<file path="config.mk">
export PLATFORM = sky130hd
export DESIGN_NAME = lc3_mem_arbiter
export DESIGN_NICKNAME = d
export VERILOG_FILES = /design/src/rtl/lc3_mem_pkg.sv /design/src/rtl/lc3_rr_arb2.sv /design/src/rtl/lc3_mem_arbiter.sv
export SDC_FILE = /design/constraint.sdc
export NUM_CORES = 1
export LEC_CHECK = 0
export CELL_PAD_IN_SITES_DETAIL_PLACEMENT = 1
export CELL_PAD_IN_SITES_GLOBAL_PLACEMENT = 1
export CORE_AREA = 2 2 84 126
export CTS_BUF_LIST = sky130_fd_sc_hd__clkbuf_16
export DETAILED_ROUTE_END_ITERATION = 10
export DIE_AREA = 0 0 86 128
export HOLD_SLACK_MARGIN = 0.06
export PLACE_DENSITY = 0.92
export SETUP_SLACK_MARGIN = 0.05
export SYNTH_ARGS = -nofsm -noshare
export SYNTH_HDL_FRONTEND = slang
export SYNTH_SLANG_ARGS = --single-unit
</file>
<file path="constraint.sdc">
create_clock -name CLK -period 5 [get_ports CLK]
set_input_delay 1 -clock CLK [delete_from_list [all_inputs] [get_ports CLK]]
set_output_delay 1 -clock CLK [all_outputs]
set_load 0.02 [all_outputs]
</file>
<file path="src/rtl/lc3_mem_pkg.sv">
// Shared types and constants for the LC-3 memory arbiter slice.
package lc3_mem_pkg;

  localparam int unsigned DEF_AW = 16;
  localparam int unsigned DEF_DW = 16;

  localparam logic ID_CPU = 1'b0;
  localparam logic ID_DMA = 1'b1;

  typedef enum logic [1:0] {
    IDLE   = 2'd0,
    ACCESS = 2'd1,
    DONE   = 2'd2
  } state_t;

  typedef struct packed {
    logic valid;
    logic id;
  } rr_pick_t;

endpackage

</file>
<file path="src/rtl/lc3_rr_arb2.sv">
// Two-way round-robin pick: on a tie the requester that did not win last time goes.
module lc3_rr_arb2
  import lc3_mem_pkg::*;
(
  input  logic [1:0] req,
  input  logic       last_gnt,
  output rr_pick_t   pick_c
);

  always_comb begin
    pick_c.valid = |req;
    pick_c.id    = ID_CPU;
    if (req[ID_DMA] && (!req[ID_CPU] || (last_gnt == ID_CPU))) begin
      pick_c.id = ID_DMA;
    end
  end

endmodule

</file>
<file path="src/rtl/lc3_mem_arbiter.sv">
// Shares the LC-3 memory port between the CPU and the DMA/loader port.
// Optional wait-state timeout enabled by defining LC3_ARB_TIMEOUT_EN.
module lc3_mem_arbiter
  import lc3_mem_pkg::*;
#(
  parameter int unsigned AW       = DEF_AW,
  parameter int unsigned DW       = DEF_DW,
  parameter int unsigned MAX_WAIT = 15
) (
  input  logic          CLK,
  input  logic          RESET_N,
  input  logic          CPU_REQ,
  input  logic          CPU_WE,
  input  logic [AW-1:0] CPU_ADDR,
  input  logic [DW-1:0] CPU_WDATA,
  output logic          CPU_ACK,
  output logic [DW-1:0] CPU_RDATA,
  input  logic          DMA_REQ,
  input  logic          DMA_WE,
  input  logic [AW-1:0] DMA_ADDR,
  input  logic [DW-1:0] DMA_WDATA,
  output logic          DMA_ACK,
  output logic [DW-1:0] DMA_RDATA,
  output logic          MEM_EN,
  output logic          MEM_WE,
  output logic [AW-1:0] MEM_ADDR,
  output logic [DW-1:0] MEM_WDATA,
  input  logic [DW-1:0] MEM_RDATA,
  input  logic          MEM_READY,
  output logic          BUSY,
  output logic          GNT_ID,
  output logic          ERR
);

  if (MAX_WAIT == 0) begin : g_bad_max_wait
    $error("MAX_WAIT must be at least 1");
  end

  state_t        state_q, state_d;
  logic          last_gnt_q, last_gnt_d;
  logic          gnt_id_q, gnt_id_d;
  logic [AW-1:0] addr_q, addr_d;
  logic [DW-1:0] wdata_q, wdata_d;
  logic          mem_en_q, mem_en_d;
  logic          mem_we_q, mem_we_d;
  logic          busy_q, busy_d;
  logic          cpu_ack_q, cpu_ack_d;
  logic          dma_ack_q, dma_ack_d;
  logic [DW-1:0] cpu_rdata_q, cpu_rdata_d;
  logic [DW-1:0] dma_rdata_q, dma_rdata_d;
  logic          xfer_end;
  rr_pick_t      pick;

`ifdef LC3_ARB_TIMEOUT_EN
  localparam int unsigned CW = $clog2(MAX_WAIT + 1);
  logic [CW-1:0] wait_cnt_q, wait_cnt_d, wait_inc;
  logic          err_q, err_d;
`endif

  lc3_rr_arb2 u_rr_arb2 (
    .req      ({DMA_REQ, CPU_REQ}),
    .last_gnt (last_gnt_q),
    .pick_c   (pick)
  );

  // Next-state and next-output logic; every output is registered from these.
  always_comb begin
    state_d     = state_q;
    last_gnt_d  = last_gnt_q;
    gnt_id_d    = gnt_id_q;
    addr_d      = addr_q;
    wdata_d     = wdata_q;
    mem_en_d    = mem_en_q;
    mem_we_d    = mem_we_q;
    busy_d      = busy_q;
    cpu_rdata_d = cpu_rdata_q;
    dma_rdata_d = dma_rdata_q;
    cpu_ack_d   = 1'b0;
    dma_ack_d   = 1'b0;
    xfer_end    = 1'b0;
`ifdef LC3_ARB_TIMEOUT_EN
    wait_cnt_d  = wait_cnt_q;
    wait_inc    = wait_cnt_q + CW'(1);
    err_d       = 1'b0;
`endif

    case (state_q)
      IDLE: begin
        if (pick.valid) begin
          state_d    = ACCESS;
          last_gnt_d = pick.id;
          gnt_id_d   = pick.id;
          busy_d     = 1'b1;
          mem_en_d   = 1'b1;
          if (pick.id == ID_DMA) begin
            mem_we_d = DMA_WE;
            addr_d   = DMA_ADDR;
            wdata_d  = DMA_WDATA;
          end else begin
            mem_we_d = CPU_WE;
            addr_d   = CPU_ADDR;
            wdata_d  = CPU_WDATA;
          end
`ifdef LC3_ARB_TIMEOUT_EN
          wait_cnt_d = '0;
`endif
        end
      end

      ACCESS: begin
        if (MEM_READY) begin
          xfer_end = 1'b1;
          if (!mem_we_q) begin
            if (gnt_id_q == ID_DMA) dma_rdata_d = MEM_RDATA;
            else                    cpu_rdata_d = MEM_RDATA;
          end
`ifdef LC3_ARB_TIMEOUT_EN
        end else if (wait_inc == CW'(MAX_WAIT)) begin
          // Give up: complete with ERR and a zeroed read result.
          xfer_end = 1'b1;
          err_d    = 1'b1;
          if (!mem_we_q) begin
            if (gnt_id_q == ID_DMA) dma_rdata_d = '0;
            else                    cpu_rdata_d = '0;
          end
        end else begin
          wait_cnt_d = wait_inc;
`endif
        end
      end

      DONE: begin
        state_d = IDLE;
        busy_d  = 1'b0;
      end

      default: begin
        state_d = IDLE;
      end
    endcase

    if (xfer_end) begin
      state_d   = DONE;
      mem_en_d  = 1'b0;
      mem_we_d  = 1'b0;
      cpu_ack_d = (gnt_id_q == ID_CPU);
      dma_ack_d = (gnt_id_q == ID_DMA);
    end
  end

  always_ff @(posedge CLK or negedge RESET_N) begin
    if (!RESET_N) begin
      state_q     <= IDLE;
      last_gnt_q  <= ID_DMA;
      gnt_id_q    <= ID_CPU;
      addr_q      <= '0;
      wdata_q     <= '0;
      mem_en_q    <= 1'b0;
      mem_we_q    <= 1'b0;
      busy_q      <= 1'b0;
      cpu_ack_q   <= 1'b0;
      dma_ack_q   <= 1'b0;
      cpu_rdata_q <= '0;
      dma_rdata_q <= '0;
    end else begin
      state_q     <= state_d;
      last_gnt_q  <= last_gnt_d;
      gnt_id_q    <= gnt_id_d;
      addr_q      <= addr_d;
      wdata_q     <= wdata_d;
      mem_en_q    <= mem_en_d;
      mem_we_q    <= mem_we_d;
      busy_q      <= busy_d;
      cpu_ack_q   <= cpu_ack_d;
      dma_ack_q   <= dma_ack_d;
      cpu_rdata_q <= cpu_rdata_d;
      dma_rdata_q <= dma_rdata_d;
    end
  end

`ifdef LC3_ARB_TIMEOUT_EN
  always_ff @(posedge CLK or negedge RESET_N) begin
    if (!RESET_N) begin
      wait_cnt_q <= '0;
      err_q      <= 1'b0;
    end else begin
      wait_cnt_q <= wait_cnt_d;
      err_q      <= err_d;
    end
  end

  assign ERR = err_q;
`else
  assign ERR = 1'b0;
`endif

  assign CPU_ACK   = cpu_ack_q;
  assign DMA_ACK   = dma_ack_q;
  assign CPU_RDATA = cpu_rdata_q;
  assign DMA_RDATA = dma_rdata_q;
  assign MEM_EN    = mem_en_q;
  assign MEM_WE    = mem_we_q;
  assign MEM_ADDR  = addr_q;
  assign MEM_WDATA = wdata_q;
  assign BUSY      = busy_q;
  assign GNT_ID    = gnt_id_q;

endmodule

</file>
==> impl_metrics.toml, run 1 <==
[place]
pre_cts_ws_ns = 1.669
dpl-instance-area_um2 = 4892
dp.cells = 467
dp_hpwl_mm = 6.152
gp_congestion = 0.6969
place.port_buffers = 156

[routing]
wirelength_mm = 8.177
vias = 2239
detail-route-antenna-nets = 0
drc_errors = 0
drt_iter0_drc = 23
wl_per_cell_um = 16.93
dr.pass1.iters = 3
vias_per_cell = 4.636

[grt]
antenna_found_initial = 0
grt_pass1_wl_mm = 13.52
grt_pass1_vias = 2634
grt_remaining_overflow = 0
grt.total_usage_pct = 15.96
grt_max_degree = 74

[sta]
setup_viol = 0
rsz0062_at_grt = "false"
min_period_over_period_pct = 58.78
worst_slew_pin_slew_ns = 1.163
setup-tns-final_ns = 0
clock_skew_ns = 0.009819
fmax_ghz = 0.3402
final_hold_viol_count = 0
hold_ws_ns = 0.4973
fin_crit_ns = 2.939
worst_slew_margin_rel_pct = 22.16
slew_violations = 0
setup_slack_ns = 2.061

[layout]
stdcell_count = 483
fin_util_pct = 51.86
layout-drive-gt1-share_pct = 32.79
diodes = 0
syn_to_final_growth_pct = 58.09
nets = 448
design_area_um2 = 5169

[logic_synthesis]
yosys_warnings = 0
synth.distinct_cells = 24
seq_area_frac_synth_pct = 55.91
synthTopCellsByArea = "dfrtp_1 (55%), mux2_2 (23%), mux2_4 (13%), buf_8 (1.4%), dfstp_2 (0.80%)"
mappedNetlistNets = 290
synth_cells = 203
avgSynthCellArea_um2 = 16.11
yosysTopAreaCell = "dfrtp_1"
synth_top_area_share_pct = 55.11
ys_ff_latch = 73
syn_area_um2 = 3269

[setup_path]
critPathArrivalTime_ns = 3.15
critPathKind = "in -> reg"
worst-r2r-setup-slack_ns = 2.77
slowest_stage = "a21bo_2"
startpoint_type = "input port"
path_cells = "clkdlybuf4s50_1 -> a21bo_2 -> mux2_2 -> mux2_2"
cp.required_ns = 5.21
r2r-start = "last_gnt_q"
crit_buf_inv = 1
cp_top_family = "compound AO/OA/AOI/OAI gates"
crit_fanout = 34
cpMostUsedCell = "mux2_2"
endpoint_kind = "flop"
reg2regPathDepth = 3
cpPeakStageDelay_ns = 0.91
timing.rr.end = "MEM_WDATA[15]"
crit_start = "CPU_REQ"

[run_status]
outcome = "finished, final reports clean"

[floorplanning]
die_y_um = 128
die_area_um2 = 11010
floorplan.die.width_um = 86
top_level_ports = 158
core_area_um2 = 9966
initial_utilization_pct = 32.81
rows = 45

[clock_tree]
cts_resized = 0
htreeDepth = 3
cts_tree = "built"
cts_setup_buffers = 0
insertion_delay_ns = 0.33
cts_inserted_buffers = 9
cts.path.max_buffers = 2
clk_pin_slew_ns = 0.06
clock-root-buffer = "clkbuf_16"
cts_hold_buf = 0
clock_sinks = 73

[worst_hold_path]
hp-start = "MEM_EN"
min_path_type = "reg -> reg"
hold_end = "MEM_EN"
worstHoldPathCells = 2

[pwr]
finalPower_mw = 3.251
p_leak_nw = 2.232
power_density_nw_per_um2 = 629.0
ir_drop_v = 0.0002681

[job]
maxCapViolCount = 0
-- cells by family after synthesis --
group                  count (synthesis)  synth area share (%)
other                                  1                0.1147
muxes                                 98                 36.89
DFF                                   73                 55.91
AOI/OAI and AO/OA                      7                 1.454
and+or+nand+nor                       12                 2.411
buffers and inverters                 12                 3.214
-- area by class of cell --
cell class	count	area, um^2
Clock inverter	7	51.30
Fill cell	992	4797
Inverter	2	7.507
Clock buffer	9	225.2
Multi-Input combinational cell	118	1344
Timing Repair Buffer	157	1567
Tap cell	117	146.4
Sequential cell	73	1828
-- state kept, by name, indices dropped and copies added (netlist names) --
signal	count
CPU_RDATA	16
DMA_RDATA	16
MEM_ADDR	16
MEM_WDATA	16
state_q	2
BUSY	1
CPU_ACK	1
DMA_ACK	1
GNT_ID	1
MEM_EN	1
MEM_WE	1
last_gnt_q	1
-- worst max path at each step --
stage	to	slack [ns]	cells after the start
after floorplan	MEM_ADDR[0]	2.88	5
after global placement	MEM_ADDR[15]	1.74	4
after CTS	MEM_WDATA[15]	2.01	4
after detailed placement	MEM_WDATA[15]	1.67	4
after global routing	MEM_WDATA[15]	1.95	4
final	MEM_WDATA[15]	2.06	4
-- synth_stat cells, drive strengths merged --
cell and count:
a21bo 1, a21o 1, a21oi 1, a31oi 1, and2 1, buf 10
conb 1, dfrtp 72, dfstp 1, inv 2, mux2 96, mux2i 2
nand2 5, nand3b 2, nor2 2, nor3 2, o21ai 3
-- worst reg2reg max path, cell delays in order (launching register included) --
cell and delay, ns:
dfstp_2 0.54, a21bo_2 0.88, mux2_2 0.43, mux2_2 0.26
-- power breakdown --
part           switching (mW)  total [mW]  leakage (nW)  internal [mW]
sequential              0.164        1.05         0.867          0.889
combinational           0.720        1.60          1.23          0.882
clock                   0.257       0.597         0.133          0.339
-- cell usage in the layout, fill, tap and decap left out, drive strengths merged --
cell type / instances
a21bo: 1
a21o: 1
a21oi: 1
a31oi: 1
and2: 1
buf: 2
clkbuf: 9
clkdlybuf4s50: 155
clkinv: 2
clkinvlp: 2
conb: 1
dfrtp: 72
dfstp: 1
inv: 5
mux2: 96
mux2i: 2
nand2: 5
nand3b: 2
nor2: 2
nor3: 2
o21ai: 3
-- metal layers --
metal / up-vias / global-route usage (%) / routed length [um]
met5: - / 0 / 0
met1: 1093 / 17.53 / 3006
met4: 0 / 4.855 / 104
li1: 1029 / - / -
met3: 9 / 5.151 / 597
met2: 108 / 28.82 / 4468
(Power assumes the default switching activity.)
==> inputs of run 2 (changes only) <==
--- a/config.mk
+++ b/config.mk
@@ -7,12 +7,12 @@
 export LEC_CHECK = 0
 export CELL_PAD_IN_SITES_DETAIL_PLACEMENT = 1
 export CELL_PAD_IN_SITES_GLOBAL_PLACEMENT = 1
-export CORE_AREA = 2 2 84 126
+export CORE_AREA = 2 2 86 129
 export CTS_BUF_LIST = sky130_fd_sc_hd__clkbuf_16
 export DETAILED_ROUTE_END_ITERATION = 10
-export DIE_AREA = 0 0 86 128
+export DIE_AREA = 0 0 88 131
 export HOLD_SLACK_MARGIN = 0.06
-export PLACE_DENSITY = 0.92
+export PLACE_DENSITY = 0.88
 export SETUP_SLACK_MARGIN = 0.05
 export SYNTH_ARGS = -nofsm -noshare
 export SYNTH_HDL_FRONTEND = slang
==> constraint.sdc (replaced) <==
create_clock -name CLK -period 2.95 [get_ports CLK]
set_input_delay 0.59 -clock CLK [delete_from_list [all_inputs] [get_ports CLK]]
set_output_delay 0.59 -clock CLK [all_outputs]
set_load 0.02 [all_outputs]
==> impl_metrics.toml, run 2 (synthesis results as in run 1) <==
[setup_path]
crit_fanout = 19
reg2regPathDepth = 4
crit_end = "MEM_ADDR[5]"
endpoint_kind = "flop"
worst-r2r-setup-slack_ns = 1.14
cp.required_ns = 3.16
r2r-start = "last_gnt_q"
critPathKind = "in -> reg"
startpoint_type = "input port"
timing.rr.end = "MEM_ADDR[5]"
critPathArrivalTime_ns = 2.34
crit_start = "CPU_REQ"

[layout]
nets = 451
fillers = 1041
multi_input_area_um2 = 1344
area.sequential_um2 = 1828
syn_to_final_growth_pct = 62.30
final_common_cell = "clkdlybuf4s50_1"
layout-drive-gt1-share_pct = 33.15
diodes = 0
mostFrequentLayoutCells = "clkdlybuf4s50_1 (155), dfrtp_1 (72), mux2_2 (68), mux2_4 (28), clkbuf_16 (9)"
fin_util_pct = 50.94

[routing]
detail-route-antenna-nets = 0
wl_per_cell_um = 16.18
drc_errors = 0
dr.pass1.iters = 4
wirelength_mm = 8.286
drt_iter0_drc = 42
vias = 2278
vias_per_cell = 4.449

[place]
dp_hpwl_mm = 6.428
place.port_buffers = 156
gp_congestion = 0.6867

[sta]
worst_slew_margin_rel_pct = 39.48
final_hold_viol_count = 0
setup_viol = 0
slew_violations = 0
rsz0062_at_grt = "false"
clock_skew_ns = 0.003291
setup-tns-final_ns = 0
fin_crit_ns = 2.133
min_period_over_period_pct = 72.31
fmax_ghz = 0.4688
worst_slew_pin_slew_ns = 0.9077

[grt]
grt_pass1_vias = 2634
met1_usage_pct = 15.66
grt_max_degree = 74
use_met3_pct = 5.214
antenna_found_initial = 0
grt.total_usage_pct = 15.21
grt_busiest_layer = "met2"
use_met2_pct = 28.07
grt_remaining_overflow = 0
grt_pass1_wl_mm = 13.25

[floorplanning]
die_area_um2 = 11530
core_area_um2 = 10420
initial_utilization_pct = 31.38
top_level_ports = 158
die_y_um = 131
rows = 46
floorplan.die.width_um = 88

[clock_tree]
htreeDepth = 3
cts_tree = "built"
cts_hold_buf = 0
clock-root-buffer = "clkbuf_16"
cts_inserted_buffers = 9
clock_sinks = 73
cts_resized = 0
cts.path.max_buffers = 2
cts_setup_buffers = 0
clk_pin_slew_ns = 0.06
insertion_delay_ns = 0.32

[pwr]
ir_drop_v = 0.0004329
p_leak_nw = 2.285
power_density_nw_per_um2 = 1085
finalPower_mw = 5.755

[run_status]
outcome = "finished, final reports clean"

[job]
maxCapViolCount = 0

[worst_hold_path]
min_path_type = "in -> async"
-- run 2: worst min-delay path by stage --
| stage | startpoint | endpoint | slack (ns) | cells past startpoint |
|---|---|---|---|---|
| 6_report | RESET_N | CPU_RDATA[11] | 0.40 | 1 |
| 5_1_grt | RESET_N | CPU_RDATA[12] | 0.48 | 1 |
| 4_1_cts | RESET_N | DMA_RDATA[12] | 0.44 | 1 |
| 3_5_place_dp | DMA_RDATA[9] | DMA_RDATA[9] | 0.49 | 1 |
| 3_3_place_gp | MEM_EN | MEM_EN | 0.46 | 2 |
| 2_1_floorplan | RESET_N | BUSY | 0.29 | 0 |
-- run 2: power breakdown --
part / leakage [nW] / total (mW) / switching [mW] / internal, mW
Clock: 0.161 / 1.21 / 0.396 / 0.817
Combinational: 1.26 / 2.75 / 1.23 / 1.52
Sequential: 0.867 / 1.79 / 0.285 / 1.51
-- run 2: metrics by stage --
stage / std cells / hold WS (ns) / cell area (um^2) / setup slack, ns
after floorplan: 203 / 0.2944 / 3269 / 1.240
after global placement: 497 / 0.4635 / 4974 / 0.5213
after detailed placement: 497 / 0.4947 / 4974 / 0.4580
after CTS: 512 / 0.4371 / 5306 / 0.8081
after global routing: 512 / 0.4796 / 5306 / 0.7562
final: 512 / 0.4020 / 5306 / 0.8168
-- run 2: layout make-up --
type,instances,area share (%)
Clock buffer,9,4.244
Timing Repair Buffer,160,30.42
Tap cell,144,3.395
Clock inverter,6,2.028
Multi-Input combinational cell,118,25.32
Sequential cell,73,34.45
Inverter,2,0.1415
-- run 2: layer usage --
metal / up-vias / part of all wire [%] / wire length (um)
met5: - / 0 / 0
met4: 0 / 0.99 / 82
met3: 6 / 7.2 / 593
met2: 95 / 56 / 4639
met1: 1141 / 36 / 2971
li1: 1036 / - / -
-- run 2: worst max-delay path: stages --
cell and delay [ns]:
clkdlybuf4s50_1 0.56, a21bo_2 0.36, buf_12 0.23, mux2_4 0.31, mux2_2 0.27
==> inputs of run 3 (changes only) <==
==> constraint.sdc (replaced) <==
create_clock -name CLK -period 2.1 [get_ports CLK]
set_input_delay 0.42 -clock CLK [delete_from_list [all_inputs] [get_ports CLK]]
set_output_delay 0.42 -clock CLK [all_outputs]
set_load 0.02 [all_outputs]
==> impl_metrics.toml, run 3 (synthesis results as in run 1) <==
[clock_tree]
cts.path.max_buffers = 2
cts_tree = "built"
cts_inserted_buffers = 9
cts_setup_buffers = 0
insertion_delay_ns = 0.33
clock_sinks = 73
clock-root-buffer = "clkbuf_16"
htreeDepth = 3
clk_pin_slew_ns = 0.06

[layout]
mostFrequentLayoutCells = "clkdlybuf4s50_1 (155), dfrtp_1 (72), mux2_2 (68), mux2_4 (28), clkbuf_16 (9)"
fin_util_pct = 51.43
nets = 459
design_area_um2 = 5358
syn_to_final_growth_pct = 63.87
fillers = 1045
diodes = 0
final_common_cell = "clkdlybuf4s50_1"
layout-drive-gt1-share_pct = 34.22

[grt]
grt_max_degree = 34
grt.total_usage_pct = 15.10
met1_usage_pct = 16.81
grt_busiest_layer = "met2"
grt_remaining_overflow = 0
grt_pass1_wl_mm = 13.07
grt_pass1_vias = 2634
use_met2_pct = 26.43
antenna_found_initial = 0
use_met3_pct = 5.653

[setup_path]
cp.required_ns = 1.68
path_cells = "clkdlybuf4s50_1"
startpoint_type = "flop"
crit_fanout = 6
cp_top_family = "buffers and inverters"
crit_buf_inv = 1
critPathKind = "reg -> out"
cpPeakStageDelay_ns = 0.66
slowest_stage = "clkdlybuf4s50_1"
critPathArrivalTime_ns = 1.44
endpoint_kind = "output port"

[place]
dp_hpwl_mm = 6.592
gp_congestion = 0.6761
pre_cts_ws_ns = 0.01128
dpl-instance-area_um2 = 5051
place.port_buffers = 156

[floorplanning]
initial_utilization_pct = 31.38
top_level_ports = 158
floorplan.die.width_um = 88
core_area_um2 = 10420
rows = 46
die_y_um = 131
die_area_um2 = 11530

[job]
maxCapViolCount = 0

[sta]
clock_skew_ns = 0.005410
fmax_ghz = 0.5378
rsz0062_at_grt = "false"
slew_violations = 0
setup-tns-final_ns = 0
final_hold_viol_count = 0
min_period_over_period_pct = 88.55
fin_crit_ns = 1.860
setup_viol = 0
setup_slack_ns = 0.2404

[routing]
wirelength_mm = 8.381
vias_per_cell = 4.466
wl_per_cell_um = 16.09
vias = 2327
drt_iter0_drc = 43
drc_errors = 0
dr.pass1.iters = 3
detail-route-antenna-nets = 0

[pwr]
finalPower_mw = 7.938
power_density_nw_per_um2 = 1482
ir_drop_v = 0.0006727
p_leak_nw = 2.307

[worst_hold_path]
min_path_type = "reg -> reg"

[run_status]
outcome = "finished, final reports clean"
-- run 3: cell types whose count changed in the layout (fill, tap and decap cells not counted), sizes merged --
| cell | delta |
|---|---|
| buf | +7 |
| clkinvlp | +1 |
| clkinv | +2 |
| bufinv | -2 |
| dlygate4sd3 | +1 |
-- run 3: layer usage --
metal / part of all wire (%) / vias up
li1: - / 1053
met1: 36 / 1163
met2: 55 / 100
met3: 7.3 / 11
met4: 1.5 / 0
met5: 0 / -
-- run 3: area by class of cell --
| type | count | area, um^2 | area share (%) |
|---|---|---|---|
| Inverter | 2 | 7.507 | 0.1401 |
| Clock buffer | 9 | 225.2 | 4.204 |
| Tap cell | 144 | 180.2 | 3.363 |
| Sequential cell | 73 | 1828 | 34.12 |
| Multi-Input combinational cell | 118 | 1344 | 25.08 |
| Timing Repair Buffer | 168 | 1702 | 31.76 |
| Clock inverter | 7 | 71.32 | 1.331 |
-- run 3: final timing paths --
path	endpoint	cells after the start	start	slack (ns)
min in group asynchronous	CPU_RDATA[12]	2	RESET_N	0.51
max in group asynchronous	last_gnt_q	3	RESET_N	0.96
worst min register to register	MEM_EN	2	MEM_EN	0.48
worst max-delay path	GNT_ID	1	GNT_ID	0.24
worst min-delay path	MEM_EN	2	MEM_EN	0.48
worst max register to register	MEM_WDATA[9]	4	last_gnt_q	0.39
-- run 3: timing repair --
action / CTS / global route
hold buffers: 1 / 0
endpoints found under the hold margin: 19 / 0
resized for setup: 0 / 0
-- run 3: metrics by stage --
stage / hold WS, ns / instances
3_5_place_dp: 0.3236 / 504
5_1_grt: 0.5118 / 521
3_3_place_gp: 0.3210 / 504
6_report: 0.4807 / 521
2_1_floorplan: 0.1244 / 203
4_1_cts: 0.4841 / 521
-- run 3: report_power, final --
| part | switching [mW] | internal (mW) |
|---|---|---|
| sequential | 0.397 | 2.12 |
| clock | 0.598 | 0.917 |
| combinational | 1.74 | 2.17 |
| total | 2.73 | 5.21 |
